[src/rtl/add_accumulator_if.sv]
// Stream interface for add_accumulator.
//   Operand side : clear, in_valid, in_ready, in_data, in_last
//   Result side  : out_valid, out_ready, out_sum, out_carry, out_ovf, out_count, busy
//   master modport drives operands and accepts results; slave modport is the accumulator.
interface add_accumulator_if #(
   parameter int CNT_W = 8
);
   logic             clear;
   logic             in_valid;
   logic             in_ready;
   logic [15:0]      in_data;
   logic             in_last;
   logic             out_valid;
   logic             out_ready;
   logic [15:0]      out_sum;
   logic             out_carry;
   logic             out_ovf;
   logic [CNT_W-1:0] out_count;
   logic             busy;

   modport master (
      output clear, in_valid, in_data, in_last, out_ready,
      input  in_ready, out_valid, out_sum, out_carry, out_ovf, out_count, busy
   );

   modport slave (
      input  clear, in_valid, in_data, in_last, out_ready,
      output in_ready, out_valid, out_sum, out_carry, out_ovf, out_count, busy
   );
endinterface

[src/rtl/add_accumulator.sv]
// add_accumulator: sums a packet of 16-bit operands through a 16-bit ripple-carry
// adder and presents the total with sticky carry / signed-overflow flags.
//   clk, rst : clock and asynchronous active-high reset
//   bus      : add_accumulator_if.slave (operand stream in, result stream out)
// Optional feature macro ACC_SATURATE_EN: unsigned saturation at 16'hFFFF
// instead of modulo-2^16 wrap.
//
// state | meaning
// IDLE  | no packet in progress, acc/flags/count are zero
// ACCUM | packet started, waiting for further beats
// DONE  | result presented on out_*, waiting for out_ready

module sixteen_bit_full_adder (
   input  logic [15:0] a_i,
   input  logic [15:0] b_i,
   input  logic        c_i,
   output logic [15:0] sum_o,
   output logic        carry15_o,
   output logic        carry14_o
);
   logic [16:0] c_w;

   assign c_w[0] = c_i;

   for (genvar i = 0; i < 16; i++) begin : g_fa
      assign sum_o[i]  = a_i[i] ^ b_i[i] ^ c_w[i];
      assign c_w[i+1]  = (a_i[i] & b_i[i]) | (c_w[i] & (a_i[i] ^ b_i[i]));
   end

   assign carry15_o = c_w[16];
   assign carry14_o = c_w[15];
endmodule

module add_accumulator #(
   parameter int CNT_W = 8
) (
   input  logic              clk,
   input  logic              rst,
   add_accumulator_if.slave  bus
);
   typedef enum logic [1:0] {
      IDLE  = 2'd0,
      ACCUM = 2'd1,
      DONE  = 2'd2
   } state_t;

   state_t           state_q, state_d;
   logic [15:0]      acc_q, acc_d;
   logic             carry_q, carry_d;
   logic             ovf_q, ovf_d;
   logic [CNT_W-1:0] cnt_q, cnt_d;
   logic             out_valid_q, out_valid_d;

   logic [15:0]      sum_w;
   logic             carry15_w, carry14_w;
   logic [15:0]      acc_next_w;
   logic [CNT_W-1:0] cnt_inc_w;
   logic             beat_w;

   sixteen_bit_full_adder u_adder (
      .a_i       (acc_q),
      .b_i       (bus.in_data),
      .c_i       (1'b0),
      .sum_o     (sum_w),
      .carry15_o (carry15_w),
      .carry14_o (carry14_w)
   );

   // An overflowing beat pins acc at all-ones; adding anything non-zero to
   // FFFF carries again, so acc stays saturated for the rest of the packet.
`ifdef ACC_SATURATE_EN
   assign acc_next_w = carry15_w ? 16'hFFFF : sum_w;
`else
   assign acc_next_w = sum_w;
`endif

   assign cnt_inc_w = (cnt_q == {CNT_W{1'b1}}) ? cnt_q
                                                : cnt_q + {{(CNT_W-1){1'b0}}, 1'b1};

   assign bus.in_ready = (state_q != DONE);
   assign bus.busy     = (state_q != IDLE);
   assign beat_w       = bus.in_valid & bus.in_ready;

   always_comb begin
      state_d = state_q;
      acc_d   = acc_q;
      carry_d = carry_q;
      ovf_d   = ovf_q;
      cnt_d   = cnt_q;

      if (bus.clear) begin
         state_d = IDLE;
         acc_d   = 16'h0000;
         carry_d = 1'b0;
         ovf_d   = 1'b0;
         cnt_d   = '0;
      end else begin
         unique case (state_q)
            IDLE: begin
               if (beat_w) begin
                  acc_d   = acc_next_w;
                  carry_d = carry15_w;
                  ovf_d   = carry15_w ^ carry14_w;
                  cnt_d   = {{(CNT_W-1){1'b0}}, 1'b1};
                  state_d = bus.in_last ? DONE : ACCUM;
               end
            end
            ACCUM: begin
               if (beat_w) begin
                  acc_d   = acc_next_w;
                  carry_d = carry_q | carry15_w;
                  ovf_d   = ovf_q | (carry15_w ^ carry14_w);
                  cnt_d   = cnt_inc_w;
                  if (bus.in_last) state_d = DONE;
               end
            end
            DONE: begin
               if (bus.out_ready) begin
                  state_d = IDLE;
                  acc_d   = 16'h0000;
                  carry_d = 1'b0;
                  ovf_d   = 1'b0;
                  cnt_d   = '0;
               end
            end
            default: state_d = IDLE;
         endcase
      end

      out_valid_d = (state_d == DONE);
   end

   always_ff @(posedge clk or posedge rst) begin
      if (rst) begin
         state_q     <= IDLE;
         acc_q       <= 16'h0000;
         carry_q     <= 1'b0;
         ovf_q       <= 1'b0;
         cnt_q       <= '0;
         out_valid_q <= 1'b0;
      end else begin
         state_q     <= state_d;
         acc_q       <= acc_d;
         carry_q     <= carry_d;
         ovf_q       <= ovf_d;
         cnt_q       <= cnt_d;
         out_valid_q <= out_valid_d;
      end
   end

   assign bus.out_valid = out_valid_q;
   assign bus.out_sum   = acc_q;
   assign bus.out_carry = carry_q;
   assign bus.out_ovf   = ovf_q;
   assign bus.out_count = cnt_q;
endmodule

[src/flat_wrapper.sv]
// flat-port wrapper written by rule: the top's interface ports become plain ports
module add_accumulator_flat 
#(
   parameter int CNT_W = 8
)
  (clk, rst, bus_clear, bus_in_valid, bus_in_data, bus_in_last, bus_out_ready, bus_in_ready, bus_out_valid, bus_out_sum, bus_out_carry, bus_out_ovf, bus_out_count, bus_busy);
  add_accumulator_if #(.CNT_W(CNT_W)) bus_i ();
  input  logic clk;
  input  logic rst;
  input wire logic [$bits(bus_i.clear)-1:0] bus_clear;
  input wire logic [$bits(bus_i.in_valid)-1:0] bus_in_valid;
  input wire logic [$bits(bus_i.in_data)-1:0] bus_in_data;
  input wire logic [$bits(bus_i.in_last)-1:0] bus_in_last;
  input wire logic [$bits(bus_i.out_ready)-1:0] bus_out_ready;
  output wire logic [$bits(bus_i.in_ready)-1:0] bus_in_ready;
  output wire logic [$bits(bus_i.out_valid)-1:0] bus_out_valid;
  output wire logic [$bits(bus_i.out_sum)-1:0] bus_out_sum;
  output wire logic [$bits(bus_i.out_carry)-1:0] bus_out_carry;
  output wire logic [$bits(bus_i.out_ovf)-1:0] bus_out_ovf;
  output wire logic [$bits(bus_i.out_count)-1:0] bus_out_count;
  output wire logic [$bits(bus_i.busy)-1:0] bus_busy;
  assign bus_i.clear = bus_clear;
  assign bus_i.in_valid = bus_in_valid;
  assign bus_i.in_data = bus_in_data;
  assign bus_i.in_last = bus_in_last;
  assign bus_i.out_ready = bus_out_ready;
  assign bus_in_ready = bus_i.in_ready;
  assign bus_out_valid = bus_i.out_valid;
  assign bus_out_sum = bus_i.out_sum;
  assign bus_out_carry = bus_i.out_carry;
  assign bus_out_ovf = bus_i.out_ovf;
  assign bus_out_count = bus_i.out_count;
  assign bus_busy = bus_i.busy;
  add_accumulator #(.CNT_W(CNT_W)) u_core (.clk(clk), .rst(rst), .bus(bus_i));
endmodule
[config.mk]
export PLATFORM = sky130hd
export DESIGN_NAME = add_accumulator_flat
export DESIGN_NICKNAME = d
export VERILOG_FILES = /design/src/rtl/add_accumulator_if.sv /design/src/rtl/add_accumulator.sv /design/src/flat_wrapper.sv
export SDC_FILE = /design/constraint.sdc
export NUM_CORES = 1
export LEC_CHECK = 0
export CAP_MARGIN = 20
export CORE_ASPECT_RATIO = 0.8
export CORE_MARGIN = 5
export CORE_UTILIZATION = 25
export CTS_CLUSTER_SIZE = 12
export DETAILED_ROUTE_END_ITERATION = 7
export PLACE_DENSITY = 0.52
export SLEW_MARGIN = 5
export SYNTH_ARGS = -nofsm -noshare
export SYNTH_HDL_FRONTEND = slang
export SYNTH_SLANG_ARGS = --single-unit
[constraint.sdc]
create_clock -name clk -period 18 [get_ports clk]
set_input_delay 4.5 -clock clk [delete_from_list [all_inputs] [get_ports clk]]
set_output_delay 4.5 -clock clk [all_outputs]
set_load 0.01 [all_outputs]
=== Word-level counts from Yosys, hierarchy flattened ===
Index checks and enable logic that the tools add are counted.

* Output and inout port bits: 29
* Word-level logic and storage cells: 132
* Input port bits: 22
* Register bits: 29

* Add/sub/neg operators: 1
* Equality and inequality tests: 10
* Mux-type cells: 26
* Reduce and logical (&&, ||, !) cells: 8
* Bitwise operators: 81

{| class="wikitable"
|+ Operators by type and width
! kind !! count
|-
| two-way mux 16 bit || 3
|-
| two-way mux 8 bit || 5
|-
| bitwise AND 1 bit || 32
|-
| one-hot mux 16 bit (2 select lines) || 1
|-
| bitwise XOR 1 bit || 32
|-
| one-hot mux 8 bit (3 select lines) || 1
|-
| bitwise OR 1 bit || 17
|-
| two-way mux 2 bit || 6
|-
| adder 8 x 1 -> 8 bit, second input constant || 1
|-
| == test 8 bit, second input constant || 1
|-
| two-way mux 1 bit || 7
|-
| inequality test 3 x 2 -> 1 bit, second input constant || 2
|-
| inequality test 3 bit, second input constant || 2
|-
| one-hot mux 1 bit (3 select lines) || 2
|-
| one-hot mux 2 bit (3 select lines) || 1
|-
| AND reduction 5 bit || 1
|-
| == test 2 bit, second input constant || 2
|-
| AND reduction 4 bit || 1
|-
| nonzero test 4 bit || 1
|-
| inequality test 3 x 1 -> 1 bit, second input constant || 1
|-
| AND reduction 3 bit || 1
|-
| nonzero test 3 bit || 1
|-
| == test 2 x 1 -> 1 bit, second input constant || 1
|-
| logical NOT 2 bit || 1
|-
| 3 further kinds || 3
|}

=== Logic depth before layout (Yosys ltp) ===
Gate-level depths: netlist (run 1).

* Depth in word-level cells: 36
* Depth in mapped cells: 21
* Depth with buffers taken out: 21

=== Modules after synthesis ===
A second synthesis (run 1) with hierarchy kept.

* Cells, all modules: 190
* Area total of the unflattened synthesis: 1885.6 µm²

{| class="wikitable"
|+ By module, submodules not included
! module !! seq. area each (µm²) !! cells an instance !! instances !! area an instance (µm²)
|-
| add_accumulator || 725.7 || 164 || 1 || 1527.7
|-
| sixteen_bit_full_adder || 0.0 || 26 || 1 || 357.8
|}

=== Worst setup path after synthesis (run 1) ===
OpenSTA, ideal clock, no wires.

* Path type: in2reg
* From: input bus_in_data[0]
* To: register u_core.acc_q[15] (netlist: u_core.bus.out_sum[15])
* Required time: 17.879 ns
* Library setup time: 0.121 ns
* Path buffers: 0
* Arrival time: 10.133 ns
* Stages: 20
* Slack: 7.746 ns
* Cell sequence: ha_1 inv_1 fa_1 fa_1 fa_1 fa_1 fa_1 fa_1 fa_1 fa_1 fa_1 fa_1 fa_1 fa_1 inv_1 fa_1 fa_1 fa_1 nand2_1 o21ai_1

* Longest elaborated chain between the ends: 33

{| class="wikitable"
|+ Ends and longest elaborated chain
! what !! RTL line !! source
|-
| from (decl) || flat_wrapper.sv:12 || <nowiki>input wire logic [$bits(bus_i.in_data)-1:0] bus_in_data;</nowiki>
|-
| bitwise AND 1 bit (2 in a row) || add_accumulator.sv:27 || <nowiki>assign c_w[i+1] = (a_i[i] & b_i[i]) | (c_w[i] & (a_i[i] ^ b_i[i]));</nowiki>
|-
| bitwise OR 1 bit || add_accumulator.sv:27 ||
|-
| bitwise AND 1 bit || add_accumulator.sv:27 ||
|-
| bitwise OR 1 bit || add_accumulator.sv:27 ||
|-
| bitwise AND 1 bit || add_accumulator.sv:27 ||
|-
| bitwise OR 1 bit || add_accumulator.sv:27 ||
|-
| bitwise AND 1 bit || add_accumulator.sv:27 ||
|-
| bitwise OR 1 bit || add_accumulator.sv:27 ||
|-
| [16 not listed] || n/a ||
|-
| bitwise AND 1 bit || add_accumulator.sv:27 ||
|-
| bitwise OR 1 bit || add_accumulator.sv:27 ||
|-
| bitwise AND 1 bit || add_accumulator.sv:27 ||
|-
| bitwise OR 1 bit || add_accumulator.sv:27 ||
|-
| bitwise XOR 1 bit || add_accumulator.sv:26 || <nowiki>assign sum_o[i] = a_i[i] ^ b_i[i] ^ c_w[i];</nowiki>
|-
| two-way mux 16 bit || add_accumulator.sv:100, add_accumulator.sv:109 ||
|-
| one-hot mux 16 bit (2 select lines) || add_accumulator.sv:98 || <nowiki>unique case (state_q)</nowiki>
|-
| two-way mux 16 bit || add_accumulator.sv:91 || <nowiki>if (bus.clear) begin</nowiki>
|-
| to (signal assigned) || add_accumulator.sv:136 || <nowiki>acc_q <= 16'h0000;</nowiki>
|-
| to (signal assigned) || add_accumulator.sv:143 || <nowiki>acc_q <= acc_d;</nowiki>
|-
| to (decl) || add_accumulator.sv:48 || <nowiki>logic [15:0] acc_q, acc_d;</nowiki>
|}

No other way between the ends. The select of a mux whose other input is x is not followed.
A chain may end at the register's enable or synchronous reset.

=== Final worst setup path (run 1) ===
* From: input bus_in_data[0]
* To: register u_core.ovf_q (netlist: u_core.bus.out_ovf)

* Longest elaborated chain between the ends: 36
* Elaborated cells between the ends (all ways): 37
* Those cells by class: mux: 4; bitwise: 33

{| class="wikitable"
|+ Ends and longest elaborated chain
! what !! RTL line !! source
|-
| bitwise AND 1 bit * (2 in a row) || add_accumulator.sv:27 ||
|-
| bitwise OR 1 bit * || add_accumulator.sv:27 ||
|-
| bitwise AND 1 bit * || add_accumulator.sv:27 ||
|-
| bitwise OR 1 bit * || add_accumulator.sv:27 ||
|-
| bitwise AND 1 bit * || add_accumulator.sv:27 ||
|-
| bitwise OR 1 bit * || add_accumulator.sv:27 ||
|-
| bitwise AND 1 bit * || add_accumulator.sv:27 ||
|-
| bitwise OR 1 bit * || add_accumulator.sv:27 ||
|-
| [19 not listed] || n/a ||
|-
| bitwise OR 1 bit * || add_accumulator.sv:27 ||
|-
| bitwise AND 1 bit || add_accumulator.sv:27 ||
|-
| bitwise OR 1 bit || add_accumulator.sv:27 ||
|-
| bitwise XOR 1 bit * || add_accumulator.sv:103, add_accumulator.sv:112 ||
|-
| bitwise OR 1 bit || add_accumulator.sv:112 || <nowiki>ovf_d = ovf_q | (carry15_w ^ carry14_w);</nowiki>
|-
| two-way mux 1 bit || add_accumulator.sv:109 || <nowiki>if (beat_w) begin</nowiki>
|-
| one-hot mux 1 bit (3 select lines) * || add_accumulator.sv:98 ||
|-
| two-way mux 1 bit * || add_accumulator.sv:91 ||
|-
| to (signal assigned) || add_accumulator.sv:145 || <nowiki>ovf_q <= ovf_d;</nowiki>
|-
| to (decl) || add_accumulator.sv:50 || <nowiki>logic ovf_q, ovf_d;</nowiki>
|}

Mark *: on every way between the ends. The rest lies on a longest branch, timed or not. The select of a mux whose other input is x is not followed.

==> impl_metrics.csv, run 1 <==
group,metric,value,unit
outcome,status,"finished, final reports clean",
global_route,grt_pass1_vias,1597,
routing,drt_iter0_markers,64,
cts,cts_max_level,2,
timing,tightest_slew,606,ps
power_and_ir_drop,irDropWorstVdd,0.0000360,V
routing,firstDrtPassIters,4,
placed_design,dp_slack,6940,ps
finish,layout-drive-gt1-share,7.45,%
cts,cts_resized,0,
yosys,yosys.area.top_type,"dfrtp_1",
yosys,yosys_most_used_dff,"dfrtp_1",
yosys,yosysWarnings,0,
cts,cts_made_buffers,5,
global_route,grt_max_degree,33,
worst_setup_path,crit_fanout,2,
flow_run,cap_violations,0,
yosys,netlist_top_cells_count,"34 x inv_1, 29 x dfrtp_1, 29 x nand2_1",
finish,nets,297,
global_route,grt_pass1_wl,7940,um
routing,vias_per_cell,4.26,
timing,worst_slack,7310,ps
routing,routedWlPerCell,13.1,um
routing,antenna_left,0,
timing,skew,10.4,ps
yosys,synth_area_leaders,"dfrtp_1 37%, fa_1 15%, inv_1 6.5%",
die,core_area,7530,um2
power_and_ir_drop,p_per_area,116,nW/um2
placed_design,place_congestion,0.776,
worst_setup_path,endpoint_kind,"flop",
timing,rsz0062_at_grt,"false",
cts,clkLatencyLatePin,290,ps
finish,area_delta_synth_final,37.0,%
worst_setup_path,worstPathArrival,10880,ps
yosys,seq_area_frac_synth,37.0,%
timing,finalCritPeriodShare,59.4,%
timing,tns,0,ps
timing,relSlewSlack,59.5,%
routing,vias,1535,
routing,detail_route.wirelength,4700,um
cts,cts.path.max_buffers,2,
die,initial_core_util,26.0,%
worst_setup_path,crit_required,18190,ps
timing,fin_crit,10690,ps
global_route,antenna_found_initial,0,
die,die_height,89.2,um
yosys,synth_area,1960,um2
cts,post-cts-setup-buffer-count,0,
timing,fmax,0.0936,GHz
die,num_rows,28,
timing,finalSetupViolations,0,
worst_setup_path,cpPeakStageDelay,460,ps
cts,path_clk_slew,70,ps
yosys,avgSynthCellArea,9.70,um2
die,dieArea,9720,um2
yosys,syn_nets,245,
cts,clock_sinks,29,
yosys,ys_types,46,
worst_setup_path,crit_path_top_delay_cell,"clkdlybuf4s50_1",
finish,diodes,0,
worst_setup_path,critPathKind,"primary input to flop",
placed_design,hpwl,3540,um
placed_design,numPlacedInstances,352,
yosys,synth_edf_count,0,
yosys,async_flop_share,100,%
cts,postCtsHoldBufs,0,
die,die_x,109,um
worst_setup_path,critPathLaunchType,"primary input",
finish,layout.cells.non_filler,360,
cts,cts_root_buf,"clkbuf_8",
worst_hold_path,min_path_type,"flop to flop",
yosys,synth-seq-cells,29,
routing,drc_errors,0,
cts,cts_tree,"done",
yosys,synth.top_cell.area_share,37.0,%
power_and_ir_drop,power_leakage,0.00113,uW
die,ios,51,
worst_setup_path,crit_top_cell,"fa_1",
global_route,track_usage,10.6,%
yosys,syn_inst,202,
global_route,grt.overflow.total,0,
timing,finalHoldViolCount,0,
timing,drv_slew,0,
worst_setup_path,crit_chain,"clkdlybuf4s50_1, ha_1, inv_1, fa_1, fa_1, fa_1, fa_1, fa_1, fa_1, fa_1, fa_1, fa_1, fa_1, fa_1, fa_1, inv_1, fa_1, fa_1, fa_1, xor2_1, a21oi_1, nor3_1",
placed_design,portBuffers,50,
yosys,yosysMostFrequentCell,"inv_1",
[sequential cells by signal, summed over array words and instances (netlist names)]
name	cells
u_core.state_q	2
u_core.bus.out_ovf	1
u_core.bus.out_carry	1
u_core.bus.out_sum	16
u_core.bus.out_count	8
u_core.bus.out_valid	1
[area by class of cell]
cell class,instances,area [um2]
clock inverters,3,65.1
repair buffers,52,515
well taps,105,131
multi-input cells,132,1050
fillers,793,4850
clock buffers,5,68.8
inverters,34,128
flip-flops and latches,29,726
[metrics by stage]
stage	power (uW)	area, um2	util, %	hold WS (ps)
floorplan	172	1960	-	527
CTS	317	2690	35.6	515
finish	311	2690	35.6	510
detailed placement	231	2550	33.9	497
global route	338	2690	35.6	533
global placement	231	2550	33.9	490
[placed cells by master, fill, tap and decap left out, drive strengths merged, types with 2 or more instances in the layout]
| cell type | Yosys | layout |
|---|---|---|
| buf | 6 | 2 |
| dfrtp | 29 | 29 |
| fa | 15 | 15 |
| clkdlybuf4s50 | 0 | 50 |
| nand2 | 29 | 29 |
| ha | 6 | 6 |
| nand3 | 7 | 7 |
| o2bb2ai | 2 | 2 |
| o31ai | 12 | 12 |
| o21ai | 10 | 10 |
| or3 | 2 | 2 |
| or2 | 2 | 2 |
| nor3 | 7 | 7 |
| nand3b | 2 | 2 |
| and2 | 2 | 2 |
| nand2b | 2 | 2 |
| inv | 34 | 34 |
| a21oi | 7 | 7 |
| clkbuf | 1 | 5 |
| and3 | 3 | 3 |
| bufinv | 0 | 2 |
| nor2 | 8 | 8 |
[power by group]
| part | leakage [uW] | switching [uW] | internal, uW | total (uW) |
|---|---|---|---|---|
| logic | 0.000671 | 63.8 | 67.8 | 132 |
| clock network | 0.0000681 | 27.3 | 55.0 | 82.3 |
| registers | 0.000388 | 15.4 | 82.2 | 97.5 |
| total | 0.00113 | 106 | 205 | 311 |
[metal layers]
metal	GRT usage [%]	vias up	routed length (um)
met3	3.10	7	322
met2	15.2	44	1910
met4	3.78	0	65
met1	15.1	715	2410
met5	0	-	0
li1	-	769	-
[cell families (layout without fill, tap and decap cells)]
group / Yosys count / after routing / synth area share (%)
XOR/XNOR: 1 / 1 / 0.447
AND/OR/NAND/NOR: 67 / 67 / 17.5
multiplexers: 1 / 1 / 0.511
AO/OA/AOI/OAI: 42 / 42 / 16.0
flip-flops: 29 / 29 / 37.0
buffers and inverters: 41 / 94 / 9.32
adder cells (fa/ha/maj): 21 / 21 / 19.2
[final timing paths]
check | startpoint | end | slack, ps | depth (start not counted)
max | bus_in_data[0] | u_core.bus.out_ovf | 7310 | 22
max in group asynchronous | rst | u_core.bus.out_carry | 13100 | 3
max reg2reg | u_core.bus.out_sum[0] | u_core.bus.out_ovf | 11600 | 21
min reg2reg | u_core.bus.out_sum[7] | u_core.bus.out_sum[7] | 510 | 2
min in group asynchronous | rst | u_core.bus.out_sum[7] | 4600 | 3
min | u_core.bus.out_sum[7] | u_core.bus.out_sum[7] | 510 | 2
[worst max-delay path: cells and delay by family]
kind	cells	cell delay, ps
XOR/XNOR	1	150
adder cells (fa/ha/maj)	16	5410
AND/OR/NAND/NOR	1	170
AO/OA/AOI/OAI	1	50
buffers and inverters	3	590
Note: power is estimated with default switching activity, not from simulation.
==> inputs of run 2 (changes only) <==
Settings changed: PLACE_DENSITY 0.52 to 0.53.
Clock period 18 ns to 9.5 ns, I/O delays scaled along.
==> impl_metrics.csv, run 2 (same netlist as run 1, synthesis figures left out) <==
group,metric,value,unit
outcome,status,"finished, final reports clean",
cts,path_clk_slew,70,ps
worst_setup_path,crit_fanout,2,
routing,detail_route.wirelength,4760,um
timing,finalSetupViolations,0,
placed_design,dp_slack,617,ps
worst_setup_path,crit_required,9660,ps
die,initial_core_util,26.0,%
cts,cts.path.max_buffers,2,
finish,largest_register_ffs,16,
global_route,grt_pass1_wl,7870,um
worst_setup_path,crit_top_cell,"fa_1",
timing,worst_slack,959,ps
worst_setup_path,reg2reg_slack,3150,ps
cts,cts_resized,0,
cts,cts_tree,"done",
global_route,grt_util_met3,3.10,%
cts,postCtsHoldBufs,0,
worst_setup_path,crit_chain,"clkdlybuf4s50_1, ha_1, inv_1, fa_1, fa_1, fa_1, fa_1, fa_1, fa_1, fa_1, fa_1, fa_1, fa_1, fa_1, fa_1, inv_1, fa_1, fa_1, fa_1, nand2_1, o21ai_1",
worst_setup_path,critPathKind,"primary input to flop",
power_and_ir_drop,irDropWorstVdd,0.0000605,V
finish,layout-drive-gt1-share,7.06,%
timing,whs,509,ps
worst_setup_path,worstPathArrival,8700,ps
timing,fin_crit,8540,ps
global_route,grt.overflow.total,0,
power_and_ir_drop,power_leakage,0.00110,uW
die,die_x,109,um
routing,vias,1553,
placed_design,place_congestion,0.761,
global_route,grt_pass1_vias,1535,
routing,antenna_left,0,
worst_setup_path,cp_num_buf_inv,3,
global_route,grt_max_degree,30,
global_route,top_usage_layer,"met2",
routing,routedWlPerCell,13.2,um
cts,cts_root_buf,"clkbuf_8",
global_route,antenna_found_initial,0,
finish,layout.cells.non_filler,360,
routing,firstDrtPassIters,4,
die,core_area,7530,um2
finish,nets,297,
finish,fillCellCount,780,
worst_hold_path,min_path_type,"flop to flop",
cts,clkLatencyLatePin,280,ps
worst_setup_path,crit_path_top_delay_cell,"clkdlybuf4s50_1",
flow_run,cap_violations,0,
cts,clock_sinks,29,
power_and_ir_drop,p_total,536,uW
cts,post-cts-setup-buffer-count,0,
worst_setup_path,cpPeakStageDelay,470,ps
placed_design,portBuffers,50,
worst_setup_path,critPathLaunchType,"primary input",
die,ios,51,
timing,tightest_slew,634,ps
global_route,track_usage,10.5,%
timing,tns,0,ps
worst_setup_path,endpoint_kind,"flop",
timing,finalCritPeriodShare,89.9,%
timing,finalHoldViolCount,0,
cts,cts_made_buffers,5,
die,num_rows,28,
timing,skew,4.44,ps
worst_setup_path,crit_family,"adder cells",
finish,layout_common_cells,"50 x clkdlybuf4s50_1, 34 x inv_1, 29 x nand2_1, 29 x dfrtp_1, 15 x fa_1",
timing,drv_slew,0,
routing,drt_iter0_markers,48,
routing,drc_errors,0,
placed_design,hpwl,3540,um
die,dieArea,9720,um2
timing,fmax,0.117,GHz
global_route,met2_usage,15.3,%
placed_design,numPlacedInstances,352,
power_and_ir_drop,p_per_area,204,nW/um2
finish,area_delta_synth_final,34.4,%
global_route,grtUsageMet1,14.9,%
timing,rsz0062_at_grt,"false",
die,die_height,89.2,um
cts,cts_max_level,2,
finish,layout_commonest_cell,"clkdlybuf4s50_1",
timing,relSlewSlack,57.6,%
routing,vias_per_cell,4.31,
finish,diodes,0,
run 2: changes by cell type in the layout (fill, tap and decap cells not counted):
| cell | change |
|---|---|
| clkinv_2 | +1 |
| bufinv_16 | -2 |
| clkbuf_1 | +1 |
run 2: through the flow:
step / cell area (um2) / util, %
final: 2630 / 35.0
after floorplan: 1960 / -
after global placement: 2550 / 33.9
after global routing: 2630 / 35.0
after CTS: 2630 / 35.0
after detailed placement: 2550 / 33.9
run 2: worst min-delay path, delay by kind of cell (launching register included):
| family | cells | cell delay (ps) |
|---|---|---|
| AO/OA/AOI/OAI | 1 | 60 |
| AND/OR/NAND/NOR | 1 | 50 |
| flip-flops | 1 | 360 |
run 2: area by class of cell:
type	count	area [um2]	share of cell area (%)
clock buffers	6	72.6	2.76
clock inverters	2	10.0	0.380
inverters	34	128	4.85
multi-input cells	132	1050	39.9
flip-flops and latches	29	726	27.6
well taps	105	131	4.99
repair buffers	52	515	19.6
run 2: path summary, 6_finish.rpt:
check	to	from	depth (start not counted)
worst max register to register	u_core.bus.out_sum[15]	u_core.bus.out_sum[0]	20
worst min-delay path	u_core.bus.out_sum[4]	u_core.bus.out_sum[4]	2
max in group asynchronous	u_core.bus.out_sum[9]	rst	3
min in group asynchronous	u_core.bus.out_sum[7]	rst	3
worst max-delay path	u_core.bus.out_sum[15]	bus_in_data[0]	21
worst min register to register	u_core.bus.out_sum[4]	u_core.bus.out_sum[4]	2
run 2: power breakdown:
group	switching, uW	internal, uW
Combinational	121	129
Sequential	29.3	156
Clock	50.4	50.7
run 2: per-layer routing:
layer	routed length (um)	vias to the layer above	part of all wire, %
li1	-	773	-
met1	2370	732	50
met2	2070	41	43
met3	269	7	5.6
met4	52	0	1.1
met5	0	-	0
